===== src/rtl/hazard_ctrl_pkg.sv =====
// Shared types and encodings for the hazard/forwarding controller.
package hazard_ctrl_pkg;

  typedef enum logic [0:0] {
    StRun   = 1'b0,
    StStall = 1'b1
  } state_e;

  localparam logic [1:0] FwdRf  = 2'b00;
  localparam logic [1:0] FwdWb  = 2'b01;
  localparam logic [1:0] FwdMem = 2'b10;

  // MEM beats WB so the youngest producer wins.
  function automatic logic [1:0] fwd_sel(input logic mem_hit, input logic wb_hit);
    if (mem_hit) begin
      return FwdMem;
    end else if (wb_hit) begin
      return FwdWb;
    end
    return FwdRf;
  endfunction

endpackage


===== src/rtl/hazard_stage_reg.sv =====
// One shadow pipeline stage: {valid, rs, rt, writereg, regwrite, memtoreg}.
// A bubble loads an all-zero entry so stale register numbers never match.
module hazard_stage_reg #(
  parameter int unsigned REG_AW = 5
) (
  input  logic              clk_i,
  input  logic              rst_i,
  input  logic              bubble_i,
  input  logic              valid_i,
  input  logic [REG_AW-1:0] rs_i,
  input  logic [REG_AW-1:0] rt_i,
  input  logic [REG_AW-1:0] writereg_i,
  input  logic              regwrite_i,
  input  logic              memtoreg_i,
  output logic              valid_o,
  output logic [REG_AW-1:0] rs_o,
  output logic [REG_AW-1:0] rt_o,
  output logic [REG_AW-1:0] writereg_o,
  output logic              regwrite_o,
  output logic              memtoreg_o
);

  logic              valid_d, valid_q;
  logic [REG_AW-1:0] rs_d, rs_q, rt_d, rt_q, writereg_d, writereg_q;
  logic              regwrite_d, regwrite_q, memtoreg_d, memtoreg_q;

  always_comb begin
    valid_d    = valid_i;
    rs_d       = rs_i;
    rt_d       = rt_i;
    writereg_d = writereg_i;
    regwrite_d = regwrite_i;
    memtoreg_d = memtoreg_i;
    if (bubble_i) begin
      valid_d    = 1'b0;
      rs_d       = '0;
      rt_d       = '0;
      writereg_d = '0;
      regwrite_d = 1'b0;
      memtoreg_d = 1'b0;
    end
  end

  always_ff @(posedge clk_i) begin
    if (rst_i) begin
      valid_q    <= 1'b0;
      rs_q       <= '0;
      rt_q       <= '0;
      writereg_q <= '0;
      regwrite_q <= 1'b0;
      memtoreg_q <= 1'b0;
    end else begin
      valid_q    <= valid_d;
      rs_q       <= rs_d;
      rt_q       <= rt_d;
      writereg_q <= writereg_d;
      regwrite_q <= regwrite_d;
      memtoreg_q <= memtoreg_d;
    end
  end

  assign valid_o    = valid_q;
  assign rs_o       = rs_q;
  assign rt_o       = rt_q;
  assign writereg_o = writereg_q;
  assign regwrite_o = regwrite_q;
  assign memtoreg_o = memtoreg_q;

endmodule


===== src/rtl/hazard_ctrl.sv =====
// Hazard/forwarding controller for the 5-stage MIPS pipeline.
// Define BRANCH_FWD_EN to enable ID-stage branch-compare forwarding and branch stalls.
module hazard_ctrl
  import hazard_ctrl_pkg::*;
#(
  parameter int unsigned REG_AW = 5,
  parameter int unsigned CNT_W  = 16
) (
  input  logic              clk,
  input  logic              rst,
  input  logic              valid_d,
  input  logic [REG_AW-1:0] rs_d,
  input  logic [REG_AW-1:0] rt_d,
  input  logic [REG_AW-1:0] writereg_d,
  input  logic              regwrite_d,
  input  logic              memtoreg_d,
  input  logic              branch_d,
  output logic [1:0]        forwardae,
  output logic [1:0]        forwardbe,
  output logic              forwardad,
  output logic              forwardbd,
  output logic              stallf,
  output logic              stalld,
  output logic              flushe,
  output logic [CNT_W-1:0]  stall_cnt
);

  logic              e_valid, m_valid, w_valid;
  logic [REG_AW-1:0] e_rs, m_rs, w_rs, e_rt, m_rt, w_rt;
  logic [REG_AW-1:0] e_writereg, m_writereg, w_writereg;
  logic              e_regwrite, m_regwrite, w_regwrite;
  logic              e_memtoreg, m_memtoreg, w_memtoreg;
  logic              stall, lwstall, brstall, hazard;
  logic              m_fwd_ok, w_fwd_ok;
  state_e            state_d, state_q;
  logic [CNT_W-1:0]  stall_cnt_d, stall_cnt_q;

  hazard_stage_reg #(.REG_AW(REG_AW)) u_stage_e (
    .clk_i      (clk),
    .rst_i      (rst),
    .bubble_i   (stall),
    .valid_i    (valid_d),
    .rs_i       (rs_d),
    .rt_i       (rt_d),
    .writereg_i (writereg_d),
    .regwrite_i (regwrite_d),
    .memtoreg_i (memtoreg_d),
    .valid_o    (e_valid),
    .rs_o       (e_rs),
    .rt_o       (e_rt),
    .writereg_o (e_writereg),
    .regwrite_o (e_regwrite),
    .memtoreg_o (e_memtoreg)
  );

  hazard_stage_reg #(.REG_AW(REG_AW)) u_stage_m (
    .clk_i      (clk),
    .rst_i      (rst),
    .bubble_i   (1'b0),
    .valid_i    (e_valid),
    .rs_i       (e_rs),
    .rt_i       (e_rt),
    .writereg_i (e_writereg),
    .regwrite_i (e_regwrite),
    .memtoreg_i (e_memtoreg),
    .valid_o    (m_valid),
    .rs_o       (m_rs),
    .rt_o       (m_rt),
    .writereg_o (m_writereg),
    .regwrite_o (m_regwrite),
    .memtoreg_o (m_memtoreg)
  );

  hazard_stage_reg #(.REG_AW(REG_AW)) u_stage_w (
    .clk_i      (clk),
    .rst_i      (rst),
    .bubble_i   (1'b0),
    .valid_i    (m_valid),
    .rs_i       (m_rs),
    .rt_i       (m_rt),
    .writereg_i (m_writereg),
    .regwrite_i (m_regwrite),
    .memtoreg_i (m_memtoreg),
    .valid_o    (w_valid),
    .rs_o       (w_rs),
    .rt_o       (w_rt),
    .writereg_o (w_writereg),
    .regwrite_o (w_regwrite),
    .memtoreg_o (w_memtoreg)
  );

  // Register 0 is hardwired, so a write to it never produces a forwardable value.
  assign m_fwd_ok = m_valid & m_regwrite & (m_writereg != '0);
  assign w_fwd_ok = w_valid & w_regwrite & (w_writereg != '0);

  assign forwardae = fwd_sel(m_fwd_ok & (m_writereg == e_rs), w_fwd_ok & (w_writereg == e_rs));
  assign forwardbe = fwd_sel(m_fwd_ok & (m_writereg == e_rt), w_fwd_ok & (w_writereg == e_rt));

  assign lwstall = valid_d & e_valid & e_memtoreg & (e_writereg != '0) &
                   ((e_writereg == rs_d) | (e_writereg == rt_d));

`ifdef BRANCH_FWD_EN
  logic unused_sigs;
  assign unused_sigs = ^{m_rs, m_rt, w_rs, w_rt, w_memtoreg};

  assign forwardad = m_fwd_ok & (m_writereg == rs_d);
  assign forwardbd = m_fwd_ok & (m_writereg == rt_d);
  assign brstall   = valid_d & branch_d &
                     ((e_valid & e_regwrite & (e_writereg != '0) &
                       ((e_writereg == rs_d) | (e_writereg == rt_d))) |
                      (m_valid & m_memtoreg & (m_writereg != '0) &
                       ((m_writereg == rs_d) | (m_writereg == rt_d))));
`else
  logic unused_sigs;
  assign unused_sigs = ^{m_rs, m_rt, w_rs, w_rt, w_memtoreg, m_memtoreg, e_regwrite, branch_d};

  assign forwardad = 1'b0;
  assign forwardbd = 1'b0;
  assign brstall   = 1'b0;
`endif

  assign hazard = lwstall | brstall;

  always_comb begin
    state_d = state_q;
    stall   = 1'b0;
    unique case (state_q)
      StRun: begin
        if (hazard) begin
          state_d = StStall;
          stall   = 1'b1;
        end
      end
      StStall: begin
        // The producer has advanced one stage; re-check before resuming.
        stall   = hazard;
        state_d = hazard ? StStall : StRun;
      end
      default: state_d = StRun;
    endcase
  end

  always_comb begin
    stall_cnt_d = stall_cnt_q;
    if (stall && (stall_cnt_q != '1)) begin
      stall_cnt_d = stall_cnt_q + CNT_W'(1);
    end
  end

  always_ff @(posedge clk) begin
    if (rst) begin
      state_q     <= StRun;
      stall_cnt_q <= '0;
    end else begin
      state_q     <= state_d;
      stall_cnt_q <= stall_cnt_d;
    end
  end

  assign stallf    = stall;
  assign stalld    = stall;
  assign flushe    = stall;
  assign stall_cnt = stall_cnt_q;

endmodule


===== config.mk =====
export PLATFORM = sky130hd
export DESIGN_NAME = hazard_ctrl
export DESIGN_NICKNAME = d
export VERILOG_FILES = /design/src/rtl/hazard_ctrl_pkg.sv /design/src/rtl/hazard_stage_reg.sv /design/src/rtl/hazard_ctrl.sv
export SDC_FILE = /design/constraint.sdc
export NUM_CORES = 1
export LEC_CHECK = 0
export CORE_AREA = 2 2 89 91
export CTS_BUF_LIST = sky130_fd_sc_hd__clkbuf_8
export DETAILED_ROUTE_END_ITERATION = 8
export DIE_AREA = 0 0 91 93
export PLACE_DENSITY_LB_ADDON = 0.12
export SLEW_MARGIN = 15
export SYNTH_ARGS = -nofsm -noshare
export SYNTH_HDL_FRONTEND = slang
export SYNTH_SLANG_ARGS = --single-unit

===== constraint.sdc =====
create_clock -name clk -period 2.75 [get_ports clk]
set_input_delay 0.55 -clock clk [delete_from_list [all_inputs] [get_ports clk]]
set_output_delay 0.55 -clock clk [all_outputs]
set_load 0.05 [all_outputs]

; After elaboration in Yosys (flattened, before gate mapping)
; Index checks and enable logic that the tools add are counted.
[op_classes]
addsub = 1
eq_ne = 7
n_mux = 12
bitwise = 14
n_reduce_logical = 5
[op_table]
columns = op, n
row1 = equality test 5 bit, 6
row2 = "adder 16 x 1 -> 16 bit, second input constant", 1
row3 = "inequality test 16 bit, second input constant", 1
row4 = nonzero test 5 bit, 3
row5 = AND 1 bit, 12
row6 = 2-to-1 mux 2 bit, 6
row7 = 2-to-1 mux 1 bit, 5
row8 = one-hot mux 1 bit (2 select lines), 1
row9 = OR reduction 2 bit, 1
row10 = logical AND 1 bit, 1
row11 = inverter 1 bit, 1
row12 = bitwise OR 1 bit, 1
[word_totals]
regBits = 49
elab_cells = 53

; Longest topological paths before layout
; Gate-level depths: netlist (run 1).
[logic_depth]
word_depth = 7
depth_mapped = 7
depth_no_buf = 6

; Cells and area by module
; From an unflattened synthesis (run 1), not the netlist that was laid out.
[unflattened]
cells_unflattened = 281
hier_area_um2 = 3114.2
[modules_own_cells]
columns = mod, instances, cells_each, area_per_inst_um2
row1 = hazard_stage_reg, 3, 40, 599.3
row2 = hazard_ctrl, 1, 161, 1316.3

; Least setup slack after synthesis (run 1)
; No wires, ideal clock.
[synth_timing]
kind = register to output
startpoint = register u_stage_m.writereg_q[2], in the netlist u_stage_m.writereg_o[2]
endpoint = output forwardae[0]
arrival_time_ns = 2.959
required_ns = 2.200
slack_ns = -0.759
stages_incl_launch_ff = 5
path_cell_list = dfxtp_1 -> or4_1 -> o211ai_1 -> nor4_1 -> nor4_1
[synth_via]
elab_chain_len = 5
elab_cells_between_ends = 7
classes_between = eq/ne: 1 / mux: 3 / bitwise: 2 / reduce/logical: 1
[synth_rtl]
columns = element, line
row1 = "start, declared", hazard_stage_reg.sv:24  ; logic [REG_AW-1:0] rs_d, rs_q, rt_d, rt_q, writereg_d, writereg_q;
row2 = "start signal, assigned", hazard_stage_reg.sv:56  ; writereg_q <= writereg_d;
row3 = nonzero test 5 bit, hazard_ctrl.sv:93  ; assign m_fwd_ok = m_valid & m_regwrite & (m_writereg != '0);
row4 = AND 1 bit, hazard_ctrl.sv:93
row5 = AND 1 bit *, hazard_ctrl.sv:96  ; assign forwardae = fwd_sel(m_fwd_ok & (m_writereg == e_rs), w_fwd_ok & (w_writereg == e_rs));
row6 = 2-to-1 mux 2 bit / 2-to-1 mux 1 bit (equally long branches), hazard_ctrl_pkg.sv:15  ; if (mem_hit) begin
row7 = 2-to-1 mux 2 bit *, hazard_ctrl_pkg.sv:20  ; return FwdRf;
row8 = "end, declared", hazard_ctrl.sv:18  ; output logic [1:0] forwardae,
; Mark *: on every way between the ends. The rest lies on a longest branch, timed or not.

; Final worst setup path (run 1)
[layout_timing]
startpoint = register u_stage_w.writereg_q[3], in the netlist u_stage_w.writereg_o[3]
endpoint = output forwardae[0]
[layout_via]
elab_chain_len = 6
elab_cells_between_ends = 7
classes_between = eq/ne: 1 / mux: 3 / bitwise: 2 / reduce/logical: 1
[layout_rtl]
columns = element, line
row1 = "start, declared", hazard_stage_reg.sv:24
row2 = "start signal, assigned", hazard_stage_reg.sv:56
row3 = nonzero test 5 bit, hazard_ctrl.sv:94  ; assign w_fwd_ok = w_valid & w_regwrite & (w_writereg != '0);
row4 = AND 1 bit, hazard_ctrl.sv:94
row5 = AND 1 bit *, hazard_ctrl.sv:96
row6 = 2-to-1 mux 1 bit *, hazard_ctrl_pkg.sv:17  ; end else if (wb_hit) begin
row7 = 2-to-1 mux 1 bit *, hazard_ctrl_pkg.sv:15
row8 = 2-to-1 mux 2 bit *, hazard_ctrl_pkg.sv:20
; Marks and branches as above.

==> summary.md, run 1 <==
| Metric | Value |
|---|---|
| Run status | `completed` |
| Reg2reg path depth | `6` |
| Synthesized-area fraction occupied by adder cells | `0.568%` |
| Seq pwr share | `52.5%` |
| Leakage power | `1.06 nW` |
| Kind of end point of the critical path | `primary output` |
| Worst path cell trace | `or4_1, o211ai_1, or4_1, nor4_4, buf_12` |
| Largest net degree at the start of global routing | `30` |
| Clk_skew | `0.00953 ns` |
| Max Buffers Root-to-Sink | `2` |
| Critical-path top delay cell | `or4_1` |
| Share of cells above drive strength 1 | `13.0%` |
| CTS tree | `yes` |
| DRC viols | `0` |
| RSZ-0062 raised after global routing | `false` |
| Vias in the first global route | `1688` |
| Top-count cell post-synth | `dfxtp_1` |
| Combinational share of power | `9.1%` |
| Crit-path max FO | `3` |
| Maximum vdd drop | `0.000176 V` |
| Area share of the largest cell type after synthesis | `43.6%` |
| # IOs | `46` |
| Hold_buf cts | `0` |
| Crit path kind | `reg2out` |
| Total of warnings raised by yosys | `0` |
| CTS sink cnt | `48` |
| Finished Cell Area | `2920 sq um` |
| Post-DP Area | `2780 sq um` |
| Post-DP HPWL | `3660 microns` |
| Avg Cell Area, Syn | `9.45 sq um` |
| Core ar. | `7530 sq um` |
| Min-Delay Path Class | `reg2reg` |
| Crit path DAT | `2.09 ns` |
| Initial antenna violation count | `0` |
| Cell-internal power | `0.00108 W` |
| DR vias | `1683` |
| Tcrit/Tclk final | `96.1%` |
| Worst path required time | `2.20 ns` |
| Routed vias/inst | `4.45` |
| F_max | `0.378 GHz` |
| Largest family of logic cells by synthesized area | `simple AND/OR/NAND/NOR gates` |
| Sequential element share of the synthesized area | `43.6%` |
| Synth unique cells | `38` |
| Routability Congestion | `0.742` |
| Net Switching | `0.000322 W` |
| Simple-gate share of the synthesized area | `29.2%` |
| Leading area contributor after synthesis | `dfxtp_1` |
| Post-Synth XOR/XNOR Area | `11.9%` |
| Clk slew on worst S/H paths | `0.09 ns` |
| Post-synthesis mux area share | `2.56%` |
| Total track usage | `12.1%` |
| Clock Tree Root | `clkbuf_8` |
| Top_reg_cell synth | `dfxtp_1` |
| Synthesized area | `2200 sq um` |
| Asr flop ratio synth | `0%` |
| Complex-gate fraction of the synthesized area | `7.78%` |
| Synth top area cells | `dfxtp_1, xor2_1, and2_1, nor2b_1, xnor2_1` |
| Worst Max-Slew Pin Slew | `0.506 ns` |
| Clock Latency Late Sink | `0.30 ns` |
| Pwr dens | `480 nW/um^2` |
| Clock share of power | `38.4%` |
| Post-DR wirelength/cell | `12.8 microns` |
| DIE HEIGHT | `93 microns` |
| Sw frac | `23.0%` |
| Count of pins over their slew limit | `0` |
| Top post-synthesis cells by count | `dfxtp_1, xor2_1, and2_1, nor2b_1` |
| Number of I/O port buffers | `42` |
| Most frequent CP cell | `or4_1` |
| Iteration-0 DRC Markers | `40` |
| DIE AREA | `8460 sq um` |
| Starting Density | `29.3%` |
| Post-synthesis register bit count | `48` |
| Antenna diodes | `0` |
| Final setup vio count | `0` |
| Final worst slack | `0.106 ns` |
| Min cycle time layout | `2.64 ns` |
| Num CTS Buffers | `5` |
| Post-synthesis to final-layout area growth | `32.6%` |
| Slew HR | `66.1%` |
| First drt pass iteration count | `4` |
| ANT nets after route | `0` |
| First-pass GRT wire length | `8020 microns` |
| Max-cap violations | `0` |
| H-tree depth | `2` |
| Place WS | `0.0666 ns` |
| Max stage delay on crit path | `0.60 ns` |
| Die width | `91 microns` |
| Number of flops mapped to enable cells by yosys | `0` |
| Startpoint types | `flop` |
| Syn Inst Count | `233` |
| Layout Nets | `297` |
| Final Routed Wirelength | `4840 microns` |
| Site Rows | `32` |
| GRT Residual Overflow | `0` |
| WHS Path Cells | `1` |
| Final Hold Vio Count | `0` |
routing by layer:
layer | track usage (%) | vias up | share of wire [%]
li1 | - | 890 | -
met2 | 22.0 | 25 | 52
met4 | 4.92 | 0 | 1.6
met1 | 13.7 | 761 | 43
met3 | 2.66 | 7 | 3.1
met5 | 0 | - | 0
critical path, delay by kind of cell, from the launching register on:
| family | cells | cell delay (ns) |
|---|---|---|
| and+or+nand+nor | 3 | 1.10 |
| DFF | 1 | 0.39 |
| buffers and inverters | 1 | 0.18 |
| AOI/OAI and AO/OA | 1 | 0.13 |
cells by family after synthesis:
family                   Yosys count
adder cells (fa/ha/maj)            1
buffers and inverters             15
AO/OA/AOI/OAI                     29
AND/OR/NAND/NOR                  105
XOR/XNOR                          30
flip-flops                        48
other                              1
multiplexers                       4
stage by stage:
step | total power, W | util (%) | TNS [ns] | cells | hold WS [ns]
floorplan | 0.000830 | - | -0.107 | 234 | 0.414
global placement | 0.000881 | 36.9 | 0 | 369 | 0.419
detailed placement | 0.000881 | 36.9 | 0 | 369 | 0.422
CTS | 0.00142 | 38.6 | 0 | 378 | 0.444
global route | 0.00146 | 38.8 | 0 | 378 | 0.470
finish | 0.00140 | 38.8 | 0 | 378 | 0.439
state kept, by name, summed over array words and instances, names as in the netlist, 5 cells and up:
name / count
u_stage_m.writereg_o: 5
u_stage_e.writereg_o: 5
u_stage_e.rt_o: 5
u_stage_e.rs_o: 5
u_stage_w.writereg_o: 5
stall_cnt: 16
layout by cell type (no fill, tap or decap), drive strengths merged:
master and n:
a21oi 12, a22oi 1, and2 18, and3 4, and4 1, buf 12
bufinv 1, clkbuf 6, clkdlybuf4s50 35, clkinv 1, conb 2, dfxtp 48
ha 1, inv 2, mux2 4, nand2 2, nand3 13, nand4 9
nor2 10, nor2b 18, nor3 7, nor3b 1, nor4 4, o211ai 2
o21ai 11, o21ba 1, o31a 1, o31ai 1, or3 11, or3b 1
or4 6, xnor2 8, xor2 22
area by class of cell:
type                            count  area, sq um
Clock buffer                        6         82.6
Clock inverter                      2         38.8
Fill cell                         807         4610
Inverter                            2         7.51
Multi-Input combinational cell    171         1200
Sequential cell                    48          962
Tap cell                          102          128
Timing Repair Buffer               47          503
final timing paths:
check / startpoint / to / slack [ns]
setup / recovery: u_stage_w.writereg_o[3] / forwardae[0] / 0.11
setup reg to reg: stall_cnt[0] / stall_cnt[13] / 0.65
hold / removal: u_stage_e.regwrite_o / u_stage_m.regwrite_o / 0.44
hold reg to reg: u_stage_e.regwrite_o / u_stage_m.regwrite_o / 0.44
timing repair:
| action | in CTS | in global routing |
|---|---|---|
| buffers inserted | 1 | 0 |
| endpoints found under the setup margin | 1 | 4 |
| gates resized for setup | 0 | 2 |
| hold endpoints to repair | 0 | 0 |
| pin swaps | 1 | 2 |
power by group through the flow:
stage / registers (W) / logic [W] / clock network (W)
6_report: 0.000735 / 0.000128 / 0.000538
5_1_grt: 0.000740 / 0.000142 / 0.000583
4_1_cts: 0.000736 / 0.000129 / 0.000558
3_5_place_dp: 0.000753 / 0.000129 / 0
3_3_place_gp: 0.000753 / 0.000128 / 0
2_1_floorplan: 0.000748 / 0.0000822 / 0
(Power assumes the default switching activity.)
==> run 2: changes to the inputs <==
--- a/config.mk
+++ b/config.mk
@@ -10,6 +10,8 @@
 export DETAILED_ROUTE_END_ITERATION = 8
 export DIE_AREA = 0 0 91 93
 export PLACE_DENSITY_LB_ADDON = 0.12
+export SETUP_SLACK_MARGIN = 0.05
+export SKIP_CTS_REPAIR_TIMING = 1
 export SLEW_MARGIN = 15
 export SYNTH_ARGS = -nofsm -noshare
 export SYNTH_HDL_FRONTEND = slang
==> run 2 against run 1 <==
  * Cell count increased by 0.53%
  * Clock power about the same
  * Sequential power about the same
  * Global-route usage about the same
  * Maximum frequency increased by 0.13%
  * Utilization increased by 0.52 points
  * Wire length increased by 0.37%
  * Sequential cell count unchanged
  * Non-clock buffer count increased by 2
  * Combinational power about the same
  * Via count decreased by 0.12%
  * Critical endpoint unchanged
==> summary.md, run 2 (same netlist as run 1, synthesis figures left out) <==
| Metric | Value |
|---|---|
| Run status | `completed` |
| Crit path DAT | `2.09 ns` |
| # IOs | `46` |
| Commonest non-fill, non-tap cell in the layout | `dfxtp_1` |
| Clk slew on worst S/H paths | `0.09 ns` |
| Max stage delay on crit path | `0.60 ns` |
| Min-Delay Path Class | `reg2reg` |
| GR peak layer | `met2` |
| Setup slack, reg-to-reg | `0.65 ns` |
| Critical-path top delay cell | `or4_1` |
| CTS tree | `yes` |
| ANT nets after route | `0` |
| Post-synthesis to final-layout area growth | `34.3%` |
| Core ar. | `7530 sq um` |
| Routed vias/inst | `4.42` |
| F_max | `0.379 GHz` |
| Routability Congestion | `0.742` |
| GRT Residual Overflow | `0` |
| Clock share of power | `38.3%` |
| Clock Tree Root | `clkbuf_8` |
| First-pass GRT wire length | `8000 microns` |
| DIE AREA | `8460 sq um` |
| Number of I/O port buffers | `42` |
| Final Hold Vio Count | `0` |
| Pwr dens | `474 nW/um^2` |
| Max-cap violations | `0` |
| Tcrit/Tclk final | `96.0%` |
| DIE HEIGHT | `93 microns` |
| WHS | `0.438 ns` |
| Initial antenna violation count | `0` |
| Die width | `91 microns` |
| Vias in the first global route | `1682` |
| Seq pwr share | `52.5%` |
| Sw frac | `22.9%` |
| Commonest cells after routing, fill and taps aside | `dfxtp_1, clkdlybuf4s50_1, xor2_1` |
| Post-DP HPWL | `3660 microns` |
| First drt pass iteration count | `4` |
| Num CTS Buffers | `5` |
| CTS sink cnt | `48` |
| Core Util, Final | `39.3%` |
| Grt met1 use | `13.6%` |
| Cell-internal power | `0.00108 W` |
| Kind of end point of the critical path | `primary output` |
| Layout Nets | `299` |
| WP buf/inv | `1` |
| RSZ-0062 raised after global routing | `true` |
| Largest net degree at the start of global routing | `30` |
| Maximum vdd drop | `0.000176 V` |
| Leakage power | `1.08 nW` |
| Antenna diodes | `0` |
| Site Rows | `32` |
| Count of pins over their slew limit | `0` |
| Max reg flops | `16` |
| Post-DR wirelength/cell | `12.8 microns` |
| Place WS | `0.0666 ns` |
| Crit path kind | `reg2out` |
| H-tree depth | `2` |
| Worst path required time | `2.20 ns` |
| Met2 track demand over resource | `22.0%` |
| Most frequent CP cell | `or4_1` |
| Starting Density | `29.3%` |
| Final setup vio count | `0` |
| Final Routed Wirelength | `4860 microns` |
| Startpoint types | `flop` |
| DRC viols | `0` |
| Worst path cell trace | `or4_1, o211ai_1, or4_1, nor4_4, buf_12` |
| Clk_skew | `0.00927 ns` |
| DR vias | `1681` |
| Total track usage | `12.1%` |
| Combinational share of power | `9.2%` |
| Filler cells | `802` |
| Min cycle time layout | `2.64 ns` |
| M3 GR Usage | `2.66%` |
| Crit-path max FO | `3` |
| Max Buffers Root-to-Sink | `2` |
| Share of cells above drive strength 1 | `14.7%` |
| Net Switching | `0.000321 W` |
| Clock Latency Late Sink | `0.30 ns` |
| Iteration-0 DRC Markers | `43` |
| Crit-path leading delay family | `simple AND/OR/NAND/NOR gates` |
| Final worst slack | `0.110 ns` |
| Slew HR | `66.1%` |
| Worst Max-Slew Pin Slew | `0.506 ns` |
run 2: cell types whose count changed in the layout (fill, tap and decap cells not counted):
cell,change
buf_4,+1
clkbuf_16,+1
dfxtp_1,-2
or4_1,-1
dfxtp_2,+2
or4_4,+1
run 2: routing by layer:
| layer | vias to the layer above | routed length, microns |
|---|---|---|
| met5 | - | 0 |
| met4 | 0 | 79 |
| met3 | 7 | 143 |
| met2 | 25 | 2530 |
| met1 | 755 | 2100 |
| li1 | 894 | - |
run 2: final timing paths:
path | from | to | cells after the start
worst min-delay path | u_stage_e.regwrite_o | u_stage_m.regwrite_o | 1
worst min register to register | u_stage_e.regwrite_o | u_stage_m.regwrite_o | 1
worst max register to register | stall_cnt[0] | stall_cnt[13] | 6
worst max-delay path | u_stage_w.writereg_o[1] | forwardae[0] | 5
run 2: area by class of cell:
cell class	count	area (sq um)	area share, %
clock buffers	6	82.6	2.79
clock inverters	2	38.8	1.31
inverters	2	7.51	0.254
multi-input cells	171	1200	40.6
flip-flops and latches	48	965	32.6
well taps	102	128	4.31
repair buffers	49	536	18.1
run 2: stage by stage:
step	instance area, sq um	TNS, ns	instances	total power, W
final	2960	0	380	0.00140
after global routing	2960	0	380	0.00147
after CTS	2900	-0.0824	377	0.00142
after detailed placement	2780	0	369	0.000881
after global placement	2780	0	369	0.000881
after floorplan	2240	-0.107	234	0.000830
run 2: power groups by stage:
stage               clock (W)  combinational (W)  sequential, W
floorplan                   0          0.0000822       0.000748
global placement            0           0.000128       0.000753
detailed placement          0           0.000129       0.000753
CTS                  0.000558           0.000129       0.000736
global route         0.000583           0.000143       0.000740
finish               0.000538           0.000129       0.000736
